**src/rtl/dmac_channel_arbiter.sv**
```systemverilog
// ---- dmac_channel_arbiter : DMA channel request arbiter (round-robin / fixed priority) ----
// ---- Rev 1.0 ----
`default_nettype none

module dmac_channel_arbiter #(
  parameter int NUM_CH     = 2,
  parameter int FIXED_PRIO = 0,
  localparam int CW        = (NUM_CH > 2) ? $clog2(NUM_CH) : 1
) (
  input  logic              clk,
  input  logic              rst,
  input  logic [NUM_CH-1:0] DmacReq,
  input  logic [NUM_CH-1:0] ChCfgValid,
  input  logic [NUM_CH-1:0] ChDone,
  input  logic              Bus_Grant,
  output logic              Bus_Req,
  output logic [NUM_CH-1:0] ChEnable,
  output logic [NUM_CH-1:0] ReqAck,
  output logic [CW-1:0]     ActiveCh,
  output logic              Busy
);

  typedef enum logic [1:0] {
    IDLE = 2'd0,
    REQ  = 2'd1,
    XFER = 2'd2,
    ACK  = 2'd3
  } state_t;

  localparam logic [NUM_CH-1:0] ONE_HOT0 = NUM_CH'(1);
  localparam logic [CW-1:0]     LAST_CH  = CW'(NUM_CH - 1);

  state_t            state;
  logic [CW-1:0]     winner;
  logic [CW-1:0]     ptr;
  logic [NUM_CH-1:0] eligible;
  logic [CW-1:0]     pick;
  logic              found;
  int                idx;

  assign eligible = DmacReq & ChCfgValid;

  // First eligible channel, scanning upward from ptr (or from 0 in fixed mode).
  always_comb begin
    pick  = '0;
    found = 1'b0;
    idx   = 0;
    for (int i = 0; i < NUM_CH; i++) begin
      if (FIXED_PRIO != 0) idx = i;
      else                 idx = (int'(ptr) + i) % NUM_CH;
      if (!found && eligible[idx[CW-1:0]]) begin
        pick  = idx[CW-1:0];
        found = 1'b1;
      end
    end
  end

  assign ActiveCh = winner;

  always_ff @(posedge clk) begin
    if (rst) begin
      state    <= IDLE;
      ptr      <= '0;
      winner   <= '0;
      Bus_Req  <= 1'b0;
      ChEnable <= '0;
      ReqAck   <= '0;
      Busy     <= 1'b0;
    end else begin
      case (state)
        IDLE: begin
          ReqAck <= '0;
          if (found) begin
            winner  <= pick;
            state   <= REQ;
            Bus_Req <= 1'b1;
            Busy    <= 1'b1;
          end
        end
        REQ: begin
          if (!eligible[winner]) begin
            state   <= IDLE;
            Bus_Req <= 1'b0;
            Busy    <= 1'b0;
          end else if (Bus_Grant) begin
            state    <= XFER;
            ChEnable <= ONE_HOT0 << winner;
          end
        end
        XFER: begin
          // Completion takes precedence over a simultaneous grant loss.
          if (ChDone[winner]) begin
            state    <= ACK;
            Bus_Req  <= 1'b0;
            ChEnable <= '0;
            ReqAck   <= ONE_HOT0 << winner;
          end else if (!Bus_Grant) begin
            state    <= REQ;
            ChEnable <= '0;
          end
        end
        ACK: begin
          state  <= IDLE;
          ReqAck <= '0;
          Busy   <= 1'b0;
          ptr    <= (winner == LAST_CH) ? '0 : winner + CW'(1);
        end
        default: begin
          state    <= IDLE;
          Bus_Req  <= 1'b0;
          ChEnable <= '0;
          ReqAck   <= '0;
          Busy     <= 1'b0;
        end
      endcase
    end
  end

endmodule

`default_nettype wire

```
**config.mk**
```make
export PLATFORM = sky130hd
export DESIGN_NAME = dmac_channel_arbiter
export DESIGN_NICKNAME = d
export VERILOG_FILES = /design/src/rtl/dmac_channel_arbiter.sv
export SDC_FILE = /design/constraint.sdc
export NUM_CORES = 1
export LEC_CHECK = 0
export BUFFER_PORTS_ARGS = -buffer_cell sky130_fd_sc_hd__buf_2
export CAP_MARGIN = 40
export CORE_MARGIN = 2
export CORE_UTILIZATION = 45
export CTS_BUF_LIST = sky130_fd_sc_hd__clkbuf_4 sky130_fd_sc_hd__clkbuf_8 sky130_fd_sc_hd__clkbuf_16
export CTS_CLUSTER_DIAMETER = 100
export DETAILED_ROUTE_END_ITERATION = 8
export GPL_ROUTABILITY_DRIVEN = 0
export GPL_TIMING_DRIVEN = 0
export PLACE_DENSITY = 0.72
export SLEW_MARGIN = 25
export SYNTH_ARGS = -nofsm -noshare
export SYNTH_HDL_FRONTEND = slang
export SYNTH_SLANG_ARGS = --single-unit
export TNS_END_PERCENT = 5
```
**constraint.sdc**
```tcl
create_clock -name clk -period 1.7 [get_ports clk]
set_input_delay 0.085 -clock clk [delete_from_list [all_inputs] [get_ports clk]]
set_output_delay 0.085 -clock clk [all_outputs]
set_load 0.03 [all_outputs]
```
After elaboration in Yosys (flattened, before gate mapping):

Cells that the tools add are included.

* bits of input ports: 9
* flip-flop bits (word level): 10
* output and inout port bits: 7

* bitwise gates (word level): 1
* mux-type cells: 31
* magnitude comparators: 3
* add/sub/neg operators: 2
* reductions and logical operators: 14
* equality and inequality tests: 10
* shift-type cells: 1

Operator list (count)
* 2-bit two-way mux: 10
* 1-bit two-way mux: 16
* 2-bit != test, second input constant: 5
* 2-bit case mux with 2 select lines: 2
* 2-bit case mux with 4 select lines: 1
* 4-bit AND reduction: 2
* 1-bit by 2-bit less-than comparator with 1-bit output, second input constant: 3
* 3-bit != test, second input constant: 2
* 1-bit case mux with 3 select lines: 2
* 3-bit AND reduction: 2
* 3-bit nonzero test: 2
* 2-bit == test, second input constant: 2
* 2-bit AND reduction: 2
* 2-bit nonzero test: 2
* 1-bit adder, second input constant: 2
* 2-bit AND: 1
* 2-bit by 1-bit == test with 1-bit output, second input constant: 1
* 2-bit zero test: 1
* 2-bit OR reduction: 1
* 1-bit by 1-bit left shift with 2-bit output, first input constant: 1
* 1-bit logical AND: 1
* 1-bit zero test: 1

Longest topological paths before layout:

* depth in word-level cells: 9
* mapped depth: 6
* mapped depth without buffers: 6

Least setup slack after synthesis:

No wires, ideal clock.

* kind: register -> register
* start: register state[1]
* end: register Bus_Req
* path slack: 0.065 ns
* period minus slack after synthesis: 1.635 ns
* stages on the path, launching flop included: 7
* data arrival time: 1.514 ns
* path buffers: 0
* cells stage by stage: dfxtp_1 > inv_1 > ha_1 > nand4_1 > nand2_2 > nor4_4 > mux2_4

* word-level cells in the longest chain between the ends: 3

Ends and longest elaborated chain
* start: declaration: RTL line 33 `state_t state;`
* start signal: assignment: RTL line 62 `state <= IDLE;`
* start signal: assignment: RTL line 75 `state <= REQ;`
* start signal: assignment: RTL line 82 `state <= IDLE;`
* 2-bit == test, or another cell as far along: RTL line 70 `case (state)`
* 2-bit != test (no line) / 3-bit nonzero test (equally long branches)
* 4-bit AND reduction (no line)
* end signal: assignment: RTL line 65 `Bus_Req <= 1'b0;`
* end signal: assignment: RTL line 76 `Bus_Req <= 1'b1;`
* end signal: assignment: RTL line 83 `Bus_Req <= 1'b0;`
* end: declaration: RTL line 16 `output logic Bus_Req,`

Parallel ways exist; a longest one is shown, timed or not.
A chain may end at the register's enable or synchronous reset.

Worst setup path in the final report:

* start: register state[0]
* end: register state[0]

* word-level cells in the longest chain between the ends: 3

Ends and longest elaborated chain (RTL line)
* 2-bit by 1-bit == test with 1-bit output, or another cell as far along: 70
* 3-bit != test (no line) / 2-bit != test (equally long branches)
* 3-bit AND reduction (no line)

Parallel ways exist; a longest one is shown, timed or not.

==> impl_metrics.yaml <==
status:
  outcome: "finished, final reports clean"
worst_setup_path:
  end_kind: "flop"
  path_cells: "inv_1, ha_1, and3_4, or4_1, o211a_1"
  crit_required_ps: 1870
  cp.depth: 5
  max_stage_delay_ps: 410
  crit_arrival_ps: 1800
  reg2reg_depth: 5
  startpoint_type: "flop"
  worstSetupPathType: "reg -> reg"
  crit_path_top_delay_cell: "dfxtp_1"
  crit_fanout: 5
  critPathTopFamily: "simple AND/OR/NAND/NOR gates"
  crit_buf_inv: 1
cells_and_area:
  fin_nets: 106
  layout.cells.most_common_list: "buf_2 (15), dfxtp_1 (9), nand2_1 (7), nor2_1 (7)"
  drive_gt1_share_pct: 37.4
  diodes: 0
  finalCoreUtilization_pct: 60.3
  area_delta_synth_final_pct: 21.5
  mostFrequentLayoutCell: "buf_2"
detailed_routing:
  drc: 0
  drt_pass1_iterations: 4
  post_drt_wl_per_cell_um: 12.6
  ant_nets: 0
  totalWireLength_um: 1330
  vias: 592
  viasPerCell: 5.58
  drt-initial-drc-count: 21
floorplanning:
  coreArea_um2: 1350
  start_util_pct: 49.7
  die_width_um: 42.6
  rows: 13
  die_y_um: 42.6
  io_pins: 16
  die-area_um2: 1820
sta:
  relSlewSlack_pct: 69.8
  final.min_clock_period_ps: 1630
  clock_skew_ps: 3.31
  setup_tns_ps: 0
  max_freq_mhz: 613
  hold_violations: 0
  layout_worst_path_cycle_share_pct: 96.0
  drv_slew: 0
  rsz0062_at_grt: "yes"
  tightest_slew_ps: 453
  setup_violations: 0
  fin_ws_ps: 68.5
clocking:
  cts_tree: "built"
  clk_pin_slew_worst_paths_ps: 60
  clock_path_buffers: 2
  clock_latency_ps: 270
  cts_inserted_buffers: 3
  clock_sinks: 10
  ctsHoldBuffers: 0
  htreeDepth: 1
  cts-root-buf: "clkbuf_4"
grt:
  grt_pass1_wl_um: 2340
  grt_max_degree: 11
  grt_pass1_vias: 542
  antenna_found_initial: 0
  grt_overflow: 0
  grtUsageTotal_pct: 17.7
placement:
  dpl.hpwl_um: 975
  pre_cts_ws_ps: -84.7
  numPortBuffers: 15
power_and_ir_drop:
  leakage_nw: 0.360
  p_per_area_nw_per_um2: 821
  vdd_drop_max_mv: 0.520
  p_total_mw: 0.669
job:
  maxCapViolations: 0
synthesis:
  syn_inst: 71
  async_flop_share_pct: 0
  seq_area_frac_synth_pct: 29.9
  ys_ff_latch: 10
  ys.flop_type: "dfxtp_1"
  synth_nets: 85
  netlist_area_um2: 671
  yosys.cell_types.count: 37
  synth.avg_cell_area_um2: 9.45
  synth_edf_count: 0
  synth_warnings: 0
worst_hold_path:
  whs_path_depth: 3
  hold_path.class: "in -> reg"
[power by group]
group          switching, mW  internal [mW]  total (mW)
sequential            0.0124          0.251       0.263
clock                 0.0830          0.130       0.213
combinational          0.108         0.0848       0.192
total                  0.203          0.466       0.669
[flip-flops by register name, summed over array words and instances, names as in the netlist]
register and cells:
state 2, ChEnable 2, Busy 1, Bus_Req 1, ActiveCh 1, ReqAck 2, ptr 1
[layout make-up]
type,count,area [µm²]
inverter,3,11.3
buffer,2,15.0
fill,132,536
timing repair buffer,16,82.6
clock buffer,4,36.3
multi-input combinational,56,449
tap,15,18.8
sequential,10,201
[path summary, 6_finish.rpt]
path                                          startpoint                  endpoint  slack [ps]
worst min-delay path                       ChCfgValid[1]     ActiveCh$_SDFFE_PP0P_         110
worst min register to register  ChEnable[0]$_SDFFE_PP0P_  ChEnable[0]$_SDFFE_PP0P_         470
worst max register to register     state[0]$_SDFFE_PP0P_     state[0]$_SDFFE_PP0P_          70
worst max-delay path               state[0]$_SDFFE_PP0P_     state[0]$_SDFFE_PP0P_          70
[cell families (layout without fill, tap and decap cells)]
family | count (synthesis) | count (layout) | synth area share (%)
AO/OA/AOI/OAI | 19 | 19 | 23.3
adder cells (fa/ha/maj) | 5 | 5 | 9.33
flip-flops | 10 | 10 | 29.9
buffers and inverters | 5 | 25 | 3.92
AND/OR/NAND/NOR | 29 | 29 | 27.8
multiplexers | 3 | 3 | 5.78
[stage by stage]
step / hold slack [ps] / area, µm² / cells
floorplan: 244 / 671 / 71
finish: 113 / 815 / 106
detailed placement: 392 / 764 / 101
CTS: 104 / 811 / 106
global placement: 389 / 764 / 101
global route: 127 / 815 / 106
[per-layer routing]
metal  part of all wire, %  up-vias  track usage, %
met5                     0        -               0
met4                   1.8        0            7.50
met3                   6.6        4            7.76
met2                    45       16            25.8
met1                    47      267            22.3
li1                      -      305               -
[worst reg2reg max path: cells and delay by family (launching register included)]
kind / cells / cell delay (ps)
compound gates: 1 / 140
fa+ha+maj: 1 / 270
buf+inv: 1 / 100
flops: 1 / 410
simple gates: 2 / 610
[synthesized netlist by cell type, drive strengths merged (2+ instances only)]
cell / n / area share, %
a211oi: 4 / 5.2
a21oi: 2 / 2.1
a22oi: 2 / 2.2
and2: 3 / 3.2
dfxtp: 10 / 30
ha: 5 / 9.3
inv: 3 / 1.7
mux2i: 2 / 3.5
nand2: 8 / 4.9
nor2: 7 / 3.9
nor2b: 3 / 2.8
o22ai: 2 / 1.9
[repair_timing]
item	in CTS	in global routing
gates cloned	0	0
gates resized for setup	1	2
endpoints found under the setup margin	2	4
pin swaps	2	0
buffers inserted	1	0
Note: power is estimated with default switching activity, not from simulation.
